===== config.mk =====
export PLATFORM = sky130hd
export DESIGN_NAME = game_state_ctrl
export DESIGN_NICKNAME = d
export VERILOG_FILES = /design/src/rtl/game_pkg.sv /design/src/rtl/tile_ram.sv /design/src/rtl/game_state_ctrl.sv
export SDC_FILE = /design/constraint.sdc
export NUM_CORES = 2
export LEC_CHECK = 0
export CELL_PAD_IN_SITES_DETAIL_PLACEMENT = 1
export CELL_PAD_IN_SITES_GLOBAL_PLACEMENT = 1
export CORE_MARGIN = 8
export CORE_UTILIZATION = 40
export CTS_CLUSTER_SIZE = 8
export DETAILED_ROUTE_END_ITERATION = 8
export PLACE_DENSITY_LB_ADDON = 0.08
export SLEW_MARGIN = 20
export SYNTH_ARGS = -nofsm -noshare
export SYNTH_HDL_FRONTEND = slang
export SYNTH_SLANG_ARGS = --single-unit

===== constraint.sdc =====
create_clock -name clk -period 30 [get_ports clk]
set_clock_uncertainty 0.2 [all_clocks]
set_input_delay 3 -clock clk [delete_from_list [all_inputs] [get_ports clk]]
set_output_delay 3 -clock clk [all_outputs]
set_load 0.02 [all_outputs]

===== src/rtl/game_pkg.sv =====
// Shared constants and types for the game state controller: opcodes,
// FSM encoding, tile width and default score ceiling.
package game_pkg;

  localparam int unsigned TILE_W        = 3;
  localparam int unsigned SCORE_MAX_DEF = 999;

  localparam logic [7:0] OP_WRITE_CELL = 8'h01;
  localparam logic [7:0] OP_SET_SCORE  = 8'h02;
  localparam logic [7:0] OP_ADD_SCORE  = 8'h03;
  localparam logic [7:0] OP_CLEAR      = 8'h04;

  typedef enum logic [1:0] {
    ST_IDLE,
    ST_DECODE,
    ST_EXEC,
    ST_CLEAR
  } fsm_t;

  function automatic logic [9:0] sat_score(input logic [10:0] v, input logic [10:0] vmax);
    return (v > vmax) ? vmax[9:0] : v[9:0];
  endfunction

endpackage


===== src/rtl/tile_ram.sv =====
// Tile store: one write port, one registered read port. Memory contents
// survive reset; only the read register is cleared.
module tile_ram
  import game_pkg::*;
#(
  parameter int ADDR_W = 10
) (
  input  logic              i_clk,
  input  logic              i_rst_n,
  input  logic              i_we,
  input  logic [ADDR_W-1:0] i_waddr,
  input  logic [TILE_W-1:0] i_wdata,
  input  logic              i_re,
  input  logic              i_rd_zero,
  input  logic [ADDR_W-1:0] i_raddr,
  output logic [TILE_W-1:0] o_rdata
);

  logic [TILE_W-1:0] r_mem [0:(1<<ADDR_W)-1];
  logic [TILE_W-1:0] r_rdata;

  always_ff @(posedge i_clk) begin
    if (i_we) r_mem[i_waddr] <= i_wdata;
  end

  // Same-edge read of a written address returns the old word (read-first).
  always_ff @(posedge i_clk) begin
    if (!i_rst_n)  r_rdata <= '0;
    else if (i_re) r_rdata <= i_rd_zero ? '0 : r_mem[i_raddr];
  end

  assign o_rdata = r_rdata;

endmodule


===== src/rtl/game_state_ctrl.sv =====
// Game state controller: decodes SPI frames (end-of-frame on synchronized cs
// falling edge) into tile writes, score updates and a full-memory clear sweep.
module game_state_ctrl
  import game_pkg::*;
#(
  parameter int ADDR_W    = 10,
  parameter int SCORE_MAX = SCORE_MAX_DEF
) (
  input  logic              clk,
  input  logic              resetB,
  input  logic              cs,
  input  logic [7:0]        command,
  input  logic [7:0]        databyte1,
  input  logic [7:0]        databyte2,
  input  logic              re,
  input  logic [ADDR_W-1:0] raddr,
  output logic [15:0]       state,
  output logic [9:0]        score,
  output logic              busy,
  output logic              cmd_err
);

  localparam logic [10:0] SMAX = 11'(SCORE_MAX);

  fsm_t              r_fsm, w_fsm_nxt;
  logic              r_cs_s1, r_cs_s2, r_cs_s3;
  logic [7:0]        r_cmd, r_db2;
  logic [4:0]        r_db1;
  logic [9:0]        r_score, w_score_nxt;
  logic              r_err, w_err_set;
  logic [ADDR_W-1:0] r_clr_addr;
  logic              w_eof;
  logic              w_we;
  logic [ADDR_W-1:0] w_waddr;
  logic [TILE_W-1:0] w_wdata;
  logic [TILE_W-1:0] w_rdata;
  logic              w_unused_db1;

  assign w_unused_db1 = &{1'b0, databyte1[7:5]};

  always_ff @(posedge clk) begin
    if (!resetB) begin
      r_cs_s1 <= 1'b0;
      r_cs_s2 <= 1'b0;
      r_cs_s3 <= 1'b0;
    end else begin
      r_cs_s1 <= cs;
      r_cs_s2 <= r_cs_s1;
      r_cs_s3 <= r_cs_s2;
    end
  end

  assign w_eof = r_cs_s3 & ~r_cs_s2;

  always_ff @(posedge clk) begin
    if (!resetB) r_fsm <= ST_IDLE;
    else         r_fsm <= w_fsm_nxt;
  end

  always_comb begin
    w_fsm_nxt   = r_fsm;
    w_we        = 1'b0;
    w_waddr     = r_clr_addr;
    w_wdata     = '0;
    w_score_nxt = r_score;
    w_err_set   = w_eof && (r_fsm == ST_CLEAR);
    case (r_fsm)
      ST_IDLE: if (w_eof) w_fsm_nxt = ST_DECODE;
      ST_DECODE: begin
        w_fsm_nxt = ST_EXEC;
        case (r_cmd)
          OP_WRITE_CELL: begin
            w_we    = 1'b1;
            w_waddr = ADDR_W'({r_db1[1:0], r_db2});
            w_wdata = r_db1[4:2];
          end
          OP_SET_SCORE: w_score_nxt = sat_score({1'b0, r_db1[1:0], r_db2}, SMAX);
          OP_ADD_SCORE: w_score_nxt = sat_score({1'b0, r_score} + {3'b000, r_db2}, SMAX);
          OP_CLEAR:     w_fsm_nxt   = ST_CLEAR;
          default:      w_err_set   = 1'b1;
        endcase
      end
      ST_EXEC: w_fsm_nxt = ST_IDLE;
      ST_CLEAR: begin
        w_we = 1'b1;
        if (r_clr_addr == '1) w_fsm_nxt = ST_IDLE;
      end
      default: w_fsm_nxt = ST_IDLE;
    endcase
  end

  always_ff @(posedge clk) begin
    if (!resetB) begin
      r_cmd      <= '0;
      r_db1      <= '0;
      r_db2      <= '0;
      r_score    <= '0;
      r_err      <= 1'b0;
      r_clr_addr <= '0;
    end else begin
      if (r_fsm == ST_IDLE && w_eof) begin
        r_cmd <= command;
        r_db1 <= databyte1[4:0];
        r_db2 <= databyte2;
      end
      r_score <= w_score_nxt;
      if (w_err_set) r_err <= 1'b1;
      if (r_fsm == ST_CLEAR) r_clr_addr <= r_clr_addr + 1'b1;
      else                   r_clr_addr <= '0;
    end
  end

  // Write strobe gated by reset so an interrupted sweep leaves the current cell intact.
  tile_ram #(.ADDR_W(ADDR_W)) u_tile_ram (
    .i_clk     (clk),
    .i_rst_n   (resetB),
    .i_we      (w_we & resetB),
    .i_waddr   (w_waddr),
    .i_wdata   (w_wdata),
    .i_re      (re),
    .i_rd_zero (busy),
    .i_raddr   (raddr),
    .o_rdata   (w_rdata)
  );

  assign state   = {{(16-TILE_W){1'b0}}, w_rdata};
  assign score   = r_score;
  assign busy    = (r_fsm == ST_CLEAR);
  assign cmd_err = r_err;

endmodule


; Yosys cells after proc, flatten, opt, wreduce, memory -nomap -nowiden
; Memories as Yosys holds them, arrays and structs flattened.
; Cells that the tools add are included.
[word_totals]
ff_bits = 50
mem_bits_rw = 3072
inputBits = 38
output_inout_bits = 28
wordCells = 55
n_memories = 1
[memory_table]
columns = memory, words, word_bits, read_ports, rd_ports_with_merged_regs, wr, line
row1 = u_tile_ram.r_mem, 1024, 3, 1, 0, 1, tile_ram.sv:19  ; logic [TILE_W-1:0] r_mem [0:(1<<ADDR_W)-1];
[op_classes]
addsub = 2
order_cmp = 2
n_eq_ne = 10
n_mux = 18
bitwise_logic = 3
n_reduce_logical = 8
[op_table]
columns = cell, n
row1 = 2-to-1 mux 10 bit, 4
row2 = case mux 10 bit (2 select lines), 1
row3 = == test 8 x 2 -> 1 bit (second input constant), 2
row4 = adder 10 x 8 -> 11 bit, 1
row5 = > comparator 11 x 10 -> 1 bit (second input constant), 1
row6 = adder 10 x 1 -> 10 bit (second input constant), 1
row7 = == test 10 bit (second input constant), 1
row8 = > comparator 10 bit (second input constant), 1
row9 = 2-to-1 mux 3 bit, 3
row10 = == test 8 x 1 -> 1 bit (second input constant), 1
row11 = == test 8 x 3 -> 1 bit (second input constant), 1
row12 = case mux 2 bit (4 select lines), 1
row13 = 2-to-1 mux 1 bit, 6
row14 = AND reduction 2 bit, 3
row15 = == test 2 bit (second input constant), 2
row16 = 2-to-1 mux 2 bit, 2
row17 = inequality test 2 bit (second input constant), 2
row18 = OR reduction 4 bit, 1
row19 = AND 1 bit, 2
row20 = == test 2 x 1 -> 1 bit (second input constant), 1
row21 = logical AND 1 bit, 2
row22 = logical NOT 2 bit, 1
row23 = case mux 1 bit (2 select lines), 1
row24 = nonzero test 2 bit, 1
row25 = NOT 1 bit, 1

; Depth between registers and ports, before layout
[logic_depth]
word_depth = 6
ltp_mapped = 15
mapped_depth_nobuf = 11

; Modules after synthesis
; Synthesis repeated with hierarchy kept, for this count alone.
[hier_totals]
cells_unflattened = 6939
hier_area_um2 = 126349.9
[modules_own_cells]
columns = module, n_inst, cells_each, area_per_inst_um2, seq_area_each_um2
row1 = tile_ram, 1, 6554, 123310.8, 92308.5
row2 = game_state_ctrl, 1, 385, 3039.2, 940.9

; Least setup slack after synthesis
; Ideal clock, no wire load.
[synth_path]
path_type = register -> register
startpoint = register r_cmd[6]
endpoint = memory u_tile_ram.r_mem[0][0], data pin
setup_time_ps = 2890
t_arrival_ps = 14506
required_ps = 26910
setup_slack_ps = 12404
path_stages_with_launch = 7
n_path_buf = 2
synth_period_minus_slack_ps = 17596
cell_sequence = dfxtp_1 or4_4 nor3_4 and3_1 buf_4 buf_2 and2_1
[synth_between]
elab_chain_cells = 3
[synth_rtl]
columns = item, line
row1 = from (decl), game_state_ctrl.sv:27  ; logic [7:0] r_cmd, r_db2;
row2 = from (signal assigned), game_state_ctrl.sv:102  ; r_cmd <= command;
row3 = == test 8 x 1 -> 1 bit, game_state_ctrl.sv:71  ; case (r_cmd)
row4 = 2-to-1 mux 3 bit, game_state_ctrl.sv:71
row5 = 2-to-1 mux 3 bit, game_state_ctrl.sv:67  ; case (r_fsm)
row6 = net u_tile_ram.i_wdata[0], tile_ram.sv:12  ; input logic [TILE_W-1:0] i_wdata,
row7 = to (decl), tile_ram.sv:19
; The timed path passes the listed nets, and every way through them passes these cells.

; Final worst setup path
[layout_path]
startpoint = input port raddr[1]
endpoint = register u_tile_ram.r_rdata[2] (netlist: u_tile_ram.o_rdata[2])
[layout_between]
elab_chain_cells = 2
[layout_rtl]
columns = item, line
row1 = from (decl), game_state_ctrl.sv:16  ; input logic [ADDR_W-1:0] raddr,
row2 = memory (1024 x 3 bit), n/a
row3 = 2-to-1 mux 3 bit, tile_ram.sv:29  ; else if (i_re) r_rdata <= i_rd_zero ? '0 : r_mem[i_raddr];
row4 = to (signal assigned), tile_ram.sv:29
row5 = to (decl), tile_ram.sv:20  ; logic [TILE_W-1:0] r_rdata;
; No other way between the ends.
; A chain may end at the register's enable or synchronous reset.

==> results.cfg <==
[sta]
slew_headroom_pct = 21.5
min_period_ns = 8.59
setup_viol_count_final = 0
tightest_slew_ns = 1.17
rsz0062_at_grt = false
hold_violations = 0
slew_violations = 0
finalCritPeriodShare_pct = 28.6
tns_ns = 0
fmax_ghz = 0.116

[synthesis]
synth.avg_cell_area_um2 = 18.2
synth.area.top_cells = edfxtp_1 (73%), mux4_2 (12%), nor2_1 (3.3%), mux2i_1 (2.1%), dfxtp_1 (0.79%)
synth_top_area_share_pct = 73.2
async_flop_share_pct = 0
syn_inst = 6911
ys.flop_type = edfxtp_1
synth_edf_count = 3072
synth_warnings = 0
synth_seq_area_share_pct = 74.0
synth.distinct_cells = 85
yosys.area.top_type = edfxtp_1
syn_area_mm2 = 0.126
synth-seq-cells = 3122

[worst_setup_path]
slowest_stage = buf_4
crit_top_cell = buf_4
worst_setup_path_start_kind = primary input
worstPathRequired_ns = 30.67
worstPathArrival_ns = 9.25
cpPeakStageDelay_ns = 0.60
cp-end-kind = register
path_cells = buf_8 -> buf_4 -> buf_4 -> buf_4 -> buf_4 -> buf_4 -> mux4_2 -> mux2i_1 -> mux4_2 -> a21oi_1 -> o21ai_0 -> or4_1 -> o211ai_1 -> and4_1
crit_fanout = 49
path_class = primary input to register
timing.reg2reg.setup_slack_ns = 23.66

[worst_hold_path]
hp-class = register to register

[floorplanning]
die_h_um = 577
io_pins = 66
num_rows = 206
die_area_mm2 = 0.333
fp.dieW_um = 577
core_mm2 = 0.314
initial_utilization_pct = 40.1

[power]
seqPwrFrac_pct = 50.5
pwr-share-comb_pct = 3.1
p_int_mw = 7.38
switching_share_pct = 21.2
leakage_nw = 37.5
power.density_mw_per_mm2 = 65.8
p_clk_share_pct = 46.4
p_sw_mw = 1.99
peakVddDrop_mv = 0.0459

[clock_network]
postCtsHoldBufs = 0
h-tree-depth = 5
cts_resized = 0
clk_pin_slew_ns = 0.05
cts_setup_buffers = 0
cts.sinks = 3122
clock_path_buffers = 4
worst_skew_pair.late_latency_ns = 0.93
cts_tree = built
cts_root_buffer = clkbuf_16
cts_buffers = 428

[global_route]
grt_pass1_vias = 71400
grt_pass1_wl_um = 581000
grt_max_degree = 184
grt_use_total_pct = 24.7
overflow = 0
grt_antenna_before_repair = 49

[route]
viasPerCell = 6.05
drc_errors = 0
post_drt_wl_per_cell_um = 37.1
drtIter0Drc = 8450
via_count = 68600
wirelength_um = 420000
first_pass_iters = 6
antenna_left = 0

[place]
io_buffers = 49
dpl.hpwl_um = 245000
gp_congestion = 0.791
dp_cells = 10800

[layout]
syn_to_final_growth_pct = 12.9
final_cell_mix = edfxtp_1 (3072), nor2_1 (1102), mux4_2 (688), clkbuf_16 (435), mux2i_1 (262)
instances_no_fill = 11300
fin_nets = 7139
drive_above_1_share_pct = 20.5
final_common_cell = edfxtp_1

[status]
outcome = complete, no violations

[job]
maxCapViolCount = 0
==> cells in the mapped netlist (66+ instances only) <==
cell,number
a21oi_1,120
buf_2,108
clkbuf_1,236
edfxtp_1,3072
mux2i_1,263
mux4_2,688
nand2_1,244
nand3_1,71
nor2_1,1110
nor3_1,66
o221ai_1,92
o22ai_1,82
==> registers in the layout, summed over array words and instances (netlist names), 2 cells and up <==
signal,flops
score,10
r_clr_addr,10
r_db2,8
u_tile_ram.r_mem,3072
r_cmd,8
r_fsm,2
r_db1,5
u_tile_ram.o_rdata,3
==> logic make-up (layout without fill, tap and decap cells) <==
family | count (synthesis) | count (layout) | synth area share [%]
DFF | 3122 | 3122 | 74.0
adders and majority gates | 10 | 10 | 0.105
other | 1 | 23 | 0.00298
muxes | 976 | 976 | 14.6
AOI/OAI and AO/OA | 582 | 582 | 3.22
buffers and inverters | 537 | 781 | 2.46
and+or+nand+nor | 1669 | 1669 | 5.52
xor gates and xnor gates | 14 | 14 | 0.0973
==> cell type report <==
type	count	area [µm²]
inverters	20	90.1
clock buffers	485	11100
well taps	4160	5200
multi-input cells	3264	30100
diodes	10	25.0
clock inverters	21	377
repair buffers	255	2130
fillers	29100	172000
flip-flops and latches	3122	93200
==> through the flow <==
stage          power (mW)  setup slack (ns)  util [%]  area (µm²)  hold slack (ns)
6_report             9.36             21.41      45.3      142000            0.247
3_3_place_gp         5.11             20.44      41.6      131000            0.240
2_1_floorplan        4.98             12.40         -      126000            0.212
5_1_grt              9.60             21.25      45.3      142000            0.280
3_5_place_dp         5.11             20.38      41.6      131000            0.234
4_1_cts              9.45             21.38      45.3      142000            0.257
==> worst paths after layout <==
kind | start | to | depth (start not counted)
max | raddr[1] | u_tile_ram.o_rdata[2] | 14
min reg2reg | r_cs_s1 | r_cs_s2 | 1
min | r_cs_s1 | r_cs_s2 | 1
max reg2reg | r_cmd[6] | u_tile_ram.r_mem[195][0] | 9
==> power groups by stage <==
stage	clock, mW	combinational, mW	sequential, mW
final	4.34	0.292	4.73
after CTS	4.43	0.294	4.73
after floorplan	0	0.174	4.81
after global placement	0	0.294	4.81
after detailed placement	0	0.294	4.81
after global routing	4.58	0.302	4.72
==> worst max-delay path: cells and delay by family <==
family	cells	cell delay, ns
buffers and inverters	6	3.15
muxes	3	1.02
AOI/OAI and AO/OA	3	1.01
and+or+nand+nor	2	0.85
==> metal layers <==
layer	wire [µm]	global-route usage [%]	vias to the layer above
met5	12	0	-
met4	10600	5.97	2
li1	-	-	27900
met2	198000	39.7	2723
met1	181000	35.2	37500
met3	30300	4.51	576
(Power assumes the default switching activity.)
